--- src/rtl/alu_sequencer.sv ---
// Operand/instruction sequencer for the 8-bit combinational alu: 8x8 register
// file, one instruction in flight, IDLE -> (EXEC) -> WB with writeback at WB exit.
module alu_sequencer (
    input  logic       CLK,
    input  logic       RESET_L,
    input  logic       INSTR_VALID,
    output logic       INSTR_READY,
    input  logic       INSTR_LI,
    input  logic [2:0] INSTR_OP,
    input  logic [2:0] INSTR_RD,
    input  logic [2:0] INSTR_RS,
    input  logic [2:0] INSTR_RT,
    input  logic [7:0] IMM,
    output logic [7:0] ALU_A,
    output logic [7:0] ALU_B,
    output logic [2:0] ALU_OP,
    input  logic [7:0] ALU_Y,
    input  logic       ALU_C,
    input  logic       ALU_V,
    input  logic       ALU_N,
    input  logic       ALU_Z,
    output logic [3:0] FLAGS,
    output logic [7:0] RESULT,
    output logic       DONE,
    input  logic [2:0] DBG_SEL,
    output logic [7:0] DBG_DATA
);
    localparam logic [1:0] IDLE = 2'd0;
    localparam logic [1:0] EXEC = 2'd1;
    localparam logic [1:0] WB   = 2'd2;
    localparam logic [2:0] OP_NOP = 3'b111;

    logic [1:0] state, next_state;
    logic [7:0] regfile [8];
    logic       ready_q;
    logic       li_q;
    logic [2:0] rd_q;
    logic [7:0] hold_y;
    logic [3:0] hold_flags;
    logic       accept;

    // ready_q is registered so READY only rises one edge after reset release
    assign accept      = INSTR_VALID & ready_q;
    assign INSTR_READY = ready_q;
    assign DONE        = (state == WB);
    assign DBG_DATA    = regfile[DBG_SEL];

    always_comb begin
        next_state = state;
        case (state)
            IDLE:    if (accept) next_state = INSTR_LI ? WB : EXEC;
            EXEC:    next_state = WB;
            WB:      next_state = IDLE;
            default: next_state = IDLE;
        endcase
    end

    always_ff @(posedge CLK or negedge RESET_L) begin
        if (!RESET_L) begin
            state      <= IDLE;
            ready_q    <= 1'b0;
            li_q       <= 1'b0;
            rd_q       <= '0;
            hold_y     <= '0;
            hold_flags <= '0;
            ALU_A      <= '0;
            ALU_B      <= '0;
            ALU_OP     <= '0;
            FLAGS      <= '0;
            RESULT     <= '0;
            for (int i = 0; i < 8; i++) regfile[i] <= '0;
        end else begin
            state   <= next_state;
            ready_q <= (next_state == IDLE);
            case (state)
                IDLE: if (accept) begin
                    rd_q <= INSTR_RD;
                    li_q <= INSTR_LI;
                    if (INSTR_LI) begin
                        hold_y <= IMM;
                    end else begin
                        ALU_A  <= regfile[INSTR_RS];
                        ALU_B  <= regfile[INSTR_RT];
                        ALU_OP <= INSTR_OP;
                    end
                end
                EXEC: begin
                    hold_y     <= ALU_Y;
                    hold_flags <= {ALU_C, ALU_V, ALU_N, ALU_Z};
                end
                WB: begin
                    // LI leaves FLAGS alone; the reserved opcode retires with no side effects
                    if (li_q) begin
                        regfile[rd_q] <= hold_y;
                        RESULT        <= hold_y;
                    end else if (ALU_OP != OP_NOP) begin
                        regfile[rd_q] <= hold_y;
                        RESULT        <= hold_y;
                        FLAGS         <= hold_flags;
                    end
                end
                default: ;
            endcase
        end
    end
endmodule

--- config.mk ---
export PLATFORM = sky130hd
export DESIGN_NAME = alu_sequencer
export DESIGN_NICKNAME = d
export VERILOG_FILES = /design/src/rtl/alu_sequencer.sv
export SDC_FILE = /design/constraint.sdc
export NUM_CORES = 1
export LEC_CHECK = 0
export CORE_MARGIN = 2
export CORE_UTILIZATION = 58
export DETAILED_ROUTE_END_ITERATION = 12
export DONT_BUFFER_PORTS = 1
export HOLD_SLACK_MARGIN = 0.06
export PLACE_DENSITY = 0.81
export RECOVER_POWER = 50
export SLEW_MARGIN = 20
export SYNTH_ARGS = -nofsm -noshare
export SYNTH_HDL_FRONTEND = slang
export SYNTH_SLANG_ARGS = --single-unit
--- constraint.sdc ---
create_clock -name CLK -period 1.5 [get_ports CLK]
set_input_delay 0.075 -clock CLK [delete_from_list [all_inputs] [get_ports CLK]]
set_output_delay 0.075 -clock CLK [all_outputs]
set_load 0.005 [all_outputs]
==> results of run 1 <==
flip-flops by register name (all words and copies together), names as in the netlist, 2 cells and up:
register and flops:
regfile 64, ALU_A 8, ALU_B 8, RESULT 8
hold_y 8, FLAGS 4, hold_flags 4, ALU_OP 3
rd_q 3, state 2
final timing paths:
kind	to	slack (ns)	cells after the start
worst min register to register	hold_flags[3]	0.50	1
max in group asynchronous	hold_y[7]	2.08	0
worst min-delay path	regfile[28]	-0.77	0
worst max register to register	ALU_OP[0]	-0.14	5
worst max-delay path	DBG_DATA[5]	-0.38	2
min in group CLK	ALU_B[6]	0.01	3
synth_stat cells, types with 2 or more instances:
library cell  count  area, um2
clkbuf_1          8       30.0
dfrtp_1         114       2850
or2_2             2       12.5
mux4_2           16        360
o22ai_1          16        100
nor3_4            3       48.8
a22o_1           16        140
mux2i_1          32        320
a21oi_1           2       10.0
buf_1            13       48.8
nand3b_1          2       15.0
nor2_1            3       11.3
buf_2            13       65.1
o21ai_0          16       80.1
mux2_2          142       1600
inv_1             2       7.51
nand2b_1          3       18.8
nand3_1           5       25.0
nor2b_1           3       18.8
nand2_1           4       15.0
o31ai_1          16        120
nor3b_1           2       15.0
per-layer routing:
| metal | vias up | global-route usage [%] |
|---|---|---|
| li1 | 1892 | - |
| met4 | 0 | 15.5 |
| met1 | 2439 | 45.2 |
| met2 | 435 | 53.2 |
| met3 | 121 | 10.3 |
| met5 | - | 0 |
power by group:
group | internal [mW] | switching, mW
combinational | 4.24 | 2.82
clock | 2.87 | 1.48
sequential | 4.51 | 1.88
total | 11.6 | 6.18
stage by stage:
stage	hold WS [ns]	util (%)	std cells	total power, mW
after detailed placement	-0.215	62.5	570	9.97
after CTS	-0.773	80.7	671	16.1
final	-0.767	84.3	689	17.8
after floorplan	-0.221	-	442	8.84
after global routing	-0.790	84.3	689	18.3
after global placement	-0.217	62.5	570	9.68
cells by family after synthesis:
| logic type | share of synthesized area, % |
|---|---|
| muxes | 37.9 |
| DFF | 47.5 |
| AOI/OAI and AO/OA | 7.60 |
| buffers and inverters | 2.58 |
| and+or+nand+nor | 4.41 |
cell type report:
| class | count | area, um2 | area share [%] |
|---|---|---|---|
| sequential | 114 | 2860 | 33.3 |
| clock inverter | 9 | 151 | 1.76 |
| clock buffer | 23 | 477 | 5.55 |
| inverter | 3 | 21.3 | 0.248 |
| tap | 136 | 170 | 1.98 |
| timing repair buffer | 113 | 1130 | 13.2 |
| multi-input combinational | 291 | 3780 | 44.0 |
critical path, cell delays in order (launching register included):
cell,delay (ns)
dfrtp_1,0.41
mux4_2,0.55
mux2_4,0.31
placed cells by master (no fill, tap or decap), types with 2 or more instances in the layout:
master,n
nand2b_1,2
dfrtp_1,111
clkbuf_1,2
mux2_4,96
nor3_4,3
clkbuf_16,16
buf_12,10
o21ai_2,12
clkinv_2,3
nand2_1,3
bufinv_16,4
buf_6,15
mux2i_1,32
dfrtp_2,3
buf_4,55
mux2_2,46
nand3_4,3
dlygate4sd3_1,31
o22ai_1,16
a22o_1,16
clkbuf_8,5
nor2_1,2
nand3b_1,2
o21ai_4,3
o31ai_4,15
nand3_1,2
nor3b_2,2
mux4_2,16
a21oi_1,2
nor2b_1,2
what timing repair did:
action / 4_1_cts / 5_1_grt
hold endpoints to repair: 152 / 135
endpoints found under the setup margin: 108 / 116
pin swaps: 23 / 10
hold buffers: 27 / 5
resized for setup: 155 / 49
gates cloned: 2 / 0
buffers inserted: 43 / 16
==> out/qor.csv, run 1 <==
stage;metric;value;unit
detailed_routing;vias;4887;
power_and_ir_drop;ir_drop;1.43;mV
final_layout;areaGrowthSynthToFinish;42.9;%
clock_tree;clkSlewWorstSetupHoldPaths;0.06;ns
detailed_routing;top_layer;met4;
final_layout;diodes;0;
yosys;synth_edf_count;0;
yosys;async_flop_share;100;%
sta;tns;-8.26;ns
sta;skew;0.00935;ns
sta;finalCritPeriodShare;125;%
sta;setup-violations-final;102;
setup_path;crit_path_start;regfile[37];
place;pre_cts_ws;-0.147;ns
status;status;complete, but fails checks;
sta;maxSlewViolCount;0;
detailed_routing;firstDrtPassIters;7;
setup_path;reg2reg_from;state[0];
floorplanning;rows;37;
yosys;syn_inst;442;
yosys;ys.flop_type;dfrtp_1;
place;dp.final_hpwl;9380;um
setup_path;endpoint_kind;output port;
detailed_routing;drtAntennaViolNets;0;
grt;grt_overflow_total;0;
place;gp_congestion;0.860;
power_and_ir_drop;powerDensity;2070;mW/mm2
floorplanning;die_w;106;um
setup_path;crit_fanout;2;
yosys;synth_area;0.00601;mm2
final_layout;stdcell_area;0.00859;mm2
grt;grt_antenna_before_repair;0;
place;place_area;0.00637;mm2
yosys;ys_ff_latch;114;
setup_path;required;1.42;ns
floorplanning;die_h;106;um
detailed_routing;wl_met3;2450;um
yosys;ys_seq_area_share;47.5;%
yosys;syn_nets;481;
floorplanning;initial_utilization;59.0;%
clock_tree;clock_tree.root_cell;clkbuf_8;
clock_tree;clock_path_buffers;2;
grt;grt.total_usage;34.5;%
grt;grt_pass1_vias;4783;
final_layout;final_nets;579;
floorplanning;ios;80;
setup_path;arrival;1.80;ns
detailed_routing;drt_iter0_drc;618;
status;violations;negative hold slack, negative setup slack;
detailed_routing;drcViolationCount;0;
sta;hold_violations;114;
job;maxCapViolCount;0;
clock_tree;cts_tree;yes;
clock_tree;cts_buffers;17;
yosys;synth.distinct_cells;31;
sta;max_freq;0.533;GHz
min_path;hold_class;in2async;
power_and_ir_drop;leakagePower;3.92;nW
floorplanning;core_area;0.0102;mm2
detailed_routing;wl_met1;7830;um
grt;grt_pass1_wl;28500;um
detailed_routing;post_drt_wl_per_cell;31.3;um
setup_path;cp-start-kind;register;
clock_tree;clk_latency;0.54;ns
sta;tightest_slew;0.965;ns
detailed_routing;wirelength;21600;um
yosys;avgSynthCellArea;13.6;um2
setup_path;path_class;reg2out;
place;io_buffers;0;
clock_tree;cts.htree.levels;4;
sta;rsz0062_at_grt;yes;
grt;grt_max_degree;115;
sta;finalHoldWorstSlack;-0.767;ns
detailed_routing;viasPerCell;7.09;
final_layout;drive_above_1_share;59.0;%
sta;post-route-min-period;1.88;ns
sta;relSlewSlack;35.5;%
sta;setup_slack;-0.378;ns
clock_tree;cts_sinks;114;
floorplanning;die-area;0.0112;mm2
detailed_routing;dr_wl_met2;10100;um
final_layout;fill_cells;435;
yosys;synth_warnings;0;
(Power assumes the default switching activity.)
==> inputs of run 2 (changes only) <==
--- a/config.mk
+++ b/config.mk
@@ -5,7 +5,6 @@
 export SDC_FILE = /design/constraint.sdc
 export NUM_CORES = 1
 export LEC_CHECK = 0
-export CORE_MARGIN = 2
 export CORE_UTILIZATION = 58
 export DETAILED_ROUTE_END_ITERATION = 12
 export DONT_BUFFER_PORTS = 1
==> out/qor.csv, run 2 (synthesized netlist as in run 1, its figures left out) <==
stage;metric;value;unit;change
power_and_ir_drop;switching_share;36.4;%;+1.6 points
detailed_routing;drcViolationCount;0;;unchanged
power_and_ir_drop;leakagePower;3.91;nW;-0.15%
status;violations;negative hold slack, negative setup slack;;
final_layout;final_nets;581;;+0.35%
setup_path;cp-start-kind;register;;
setup_path;path_class;reg2out;;
grt;grt_pass1_wl;31100;um;+9.1%
floorplanning;core_area;0.00991;mm2;-2.7%
floorplanning;ios;80;;unchanged
detailed_routing;vias;5030;;+2.9%
detailed_routing;drt_iter0_drc;527;;-15%
power_and_ir_drop;p_switching;6.47;mW;+4.6%
sta;rsz0062_at_grt;yes;;
power_and_ir_drop;p_int;11.3;mW;-2.6%
place;dp.final_hpwl;9750;um;+3.9%
final_layout;seq_area;0.00286;mm2;about the same
clock_tree;cts.htree.levels;4;;unchanged
power_and_ir_drop;ir_drop;1.67;mV;+17%
final_layout;stdcell_area;0.00855;mm2;-0.42%
setup_path;crit_path_start;regfile[60];;
setup_path;path_cells;mux4_2 > mux2_4;;
clock_tree;clkSlewWorstSetupHoldPaths;0.07;ns;about the same
final_layout;fill_cells;385;;-11%
sta;tightest_slew;1.09;ns;+0.123 ns
grt;grt_antenna_before_repair;1;;+1
clock_tree;clock_path_buffers;2;;unchanged
sta;maxSlewViolCount;0;;unchanged
sta;skew;0.00714;ns;-0.00220 ns
clock_tree;cts_sinks;114;;unchanged
grt;grt.total_usage;39.0;%;+4.5 points
final_layout;drive_above_1_share;57.8;%;-1.1 points
sta;relSlewSlack;27.5;%;-8.0 points
floorplanning;die_h;104;um;-1.9%
place;gp_congestion;0.823;;-4.3%
clock_tree;cts_tree;yes;;
final_layout;final_cell_mix;109 x dfrtp_1, 100 x mux2_4, 57 x buf_4;;
final_layout;multi_input_area;0.00373;mm2;-1.2%
sta;setup_slack;-0.417;ns;-0.0392 ns
floorplanning;rows;36;;-2.7%
sta;hold_violations;114;;unchanged
setup_path;worst_r2r_endpoint;regfile[32];;
clock_tree;cts_buffers;17;;unchanged
clock_tree;clock_tree.root_cell;clkbuf_8;;
final_layout;regMostFlops;regfile;;
sta;setup-violations-final;115;;+13%
detailed_routing;post_drt_wl_per_cell;33.4;um;+6.7%
setup_path;required;1.42;ns;about the same
job;maxCapViolCount;0;;unchanged
power_and_ir_drop;powerDensity;2080;mW/mm2;+0.30%
clock_tree;clk_latency;0.54;ns;about the same
final_layout;final_common_cell;dfrtp_1;;
detailed_routing;viasPerCell;7.31;;+3.1%
floorplanning;die-area;0.0108;mm2;-3.7%
place;io_buffers;0;;unchanged
setup_path;crit_fanout;4;;+2
detailed_routing;drtAntennaViolNets;0;;unchanged
setup_path;r2r_setup_slack;-0.19;ns;-0.05 ns
setup_path;endpoint_kind;output port;;
setup_path;rr_worst_depth;5;;unchanged
grt;grt_overflow_total;0;;unchanged
power_and_ir_drop;combPwrFrac;40.3;%;+0.6 points
power_and_ir_drop;total_power;17.8;mW;-0.13%
grt;grt_pass1_vias;5076;;+6.1%
grt;grt_max_degree;115;;unchanged
floorplanning;die_w;104;um;-1.9%
status;status;complete, but fails checks;;
min_path;hold_class;in2async;;
place;pre_cts_ws;-0.116;ns;+0.0312 ns
detailed_routing;wirelength;23000;um;+6.5%
setup_path;reg2reg_from;state[0];;
setup_path;slowest_stage;mux4_2;;
final_layout;areaGrowthSynthToFinish;42.3;%;
final_layout;finish.utilization;86.3;%;+2.0 points
sta;finalCritPeriodShare;128;%;+2.6 points
final_layout;largest_register_ffs;64;;unchanged
sta;finalHoldWorstSlack;-0.770;ns;-0.00365 ns
sta;post-route-min-period;1.92;ns;+0.0392 ns
sta;max_freq;0.522;GHz;-2.0%
power_and_ir_drop;seqPwrFrac;36.0;%;about the same
setup_path;arrival;1.84;ns;+0.04 ns
setup_path;critPathMaxStageDelay;0.53;ns;-0.02 ns
floorplanning;initial_utilization;60.6;%;+1.6 points
place;place_area;0.00637;mm2;about the same
final_layout;diodes;0;;unchanged
power_and_ir_drop;clkPwrFrac;23.7;%;-0.8 points
detailed_routing;firstDrtPassIters;8;;+1
-- run 2: changes by cell type in the layout (fill, tap and decap cells not counted), sizes merged, moves of 2 or more --
cell and delta:
buf +2, clkinvlp +2, clkinv +4, clkbuf -6
-- run 2: repair_timing --
action / 4_1_cts / 5_1_grt
pin swaps: 23 / 4
endpoints found under the setup margin: 112 / 120
cloned: 2 / 0
hold buffers: 32 / 1
hold endpoints to repair: 151 / 115
gates resized for setup: 142 / 53
buffers inserted: 38 / 19
-- run 2: through the flow --
stage	TNS (ns)	instances	hold slack [ns]
2_1_floorplan	-3.47	442	-0.221
4_1_cts	-7.51	670	-0.764
3_3_place_gp	-2.95	566	-0.214
5_1_grt	-16.77	688	-0.776
3_5_place_dp	-6.62	566	-0.215
6_report	-15.08	688	-0.770
-- run 2: power groups by stage --
stage                     clock, mW  combinational (mW)  sequential (mW)
final                          4.22                7.16             6.40
after global placement            0                3.70             6.01
after global routing           4.30                7.40             6.42
after CTS                      4.09                5.87             6.03
after floorplan                   0                3.45             5.38
after detailed placement          0                3.86             6.19
-- run 2: worst max-delay path by stage --
stage	endpoint
2_1_floorplan	regfile[10]
3_3_place_gp	regfile[11]
3_5_place_dp	RESULT[5]
4_1_cts	DBG_DATA[1]
5_1_grt	DBG_DATA[4]
6_report	DBG_DATA[4]
-- run 2: layer usage --
| metal | vias to the layer above | track usage (%) | share of wire [%] |
|---|---|---|---|
| met5 | - | 0 | 0.28 |
| met2 | 458 | 63.1 | 47 |
| li1 | 1885 | - | - |
| met3 | 147 | 10.4 | 11 |
| met4 | 4 | 16.9 | 5.8 |
| met1 | 2536 | 49.7 | 36 |
-- run 2: layout make-up --
class | count | area share (%)
Clock inverter | 15 | 2.15
Sequential cell | 114 | 33.4
Clock buffer | 17 | 4.84
Multi-Input combinational cell | 291 | 43.7
Timing Repair Buffer | 115 | 13.7
Tap cell | 133 | 1.95
Inverter | 3 | 0.307
-- run 2: critical path: cells and delay by family (launching register included) --
family	cells	cell delay, ns
muxes	2	0.84
DFF	1	0.46
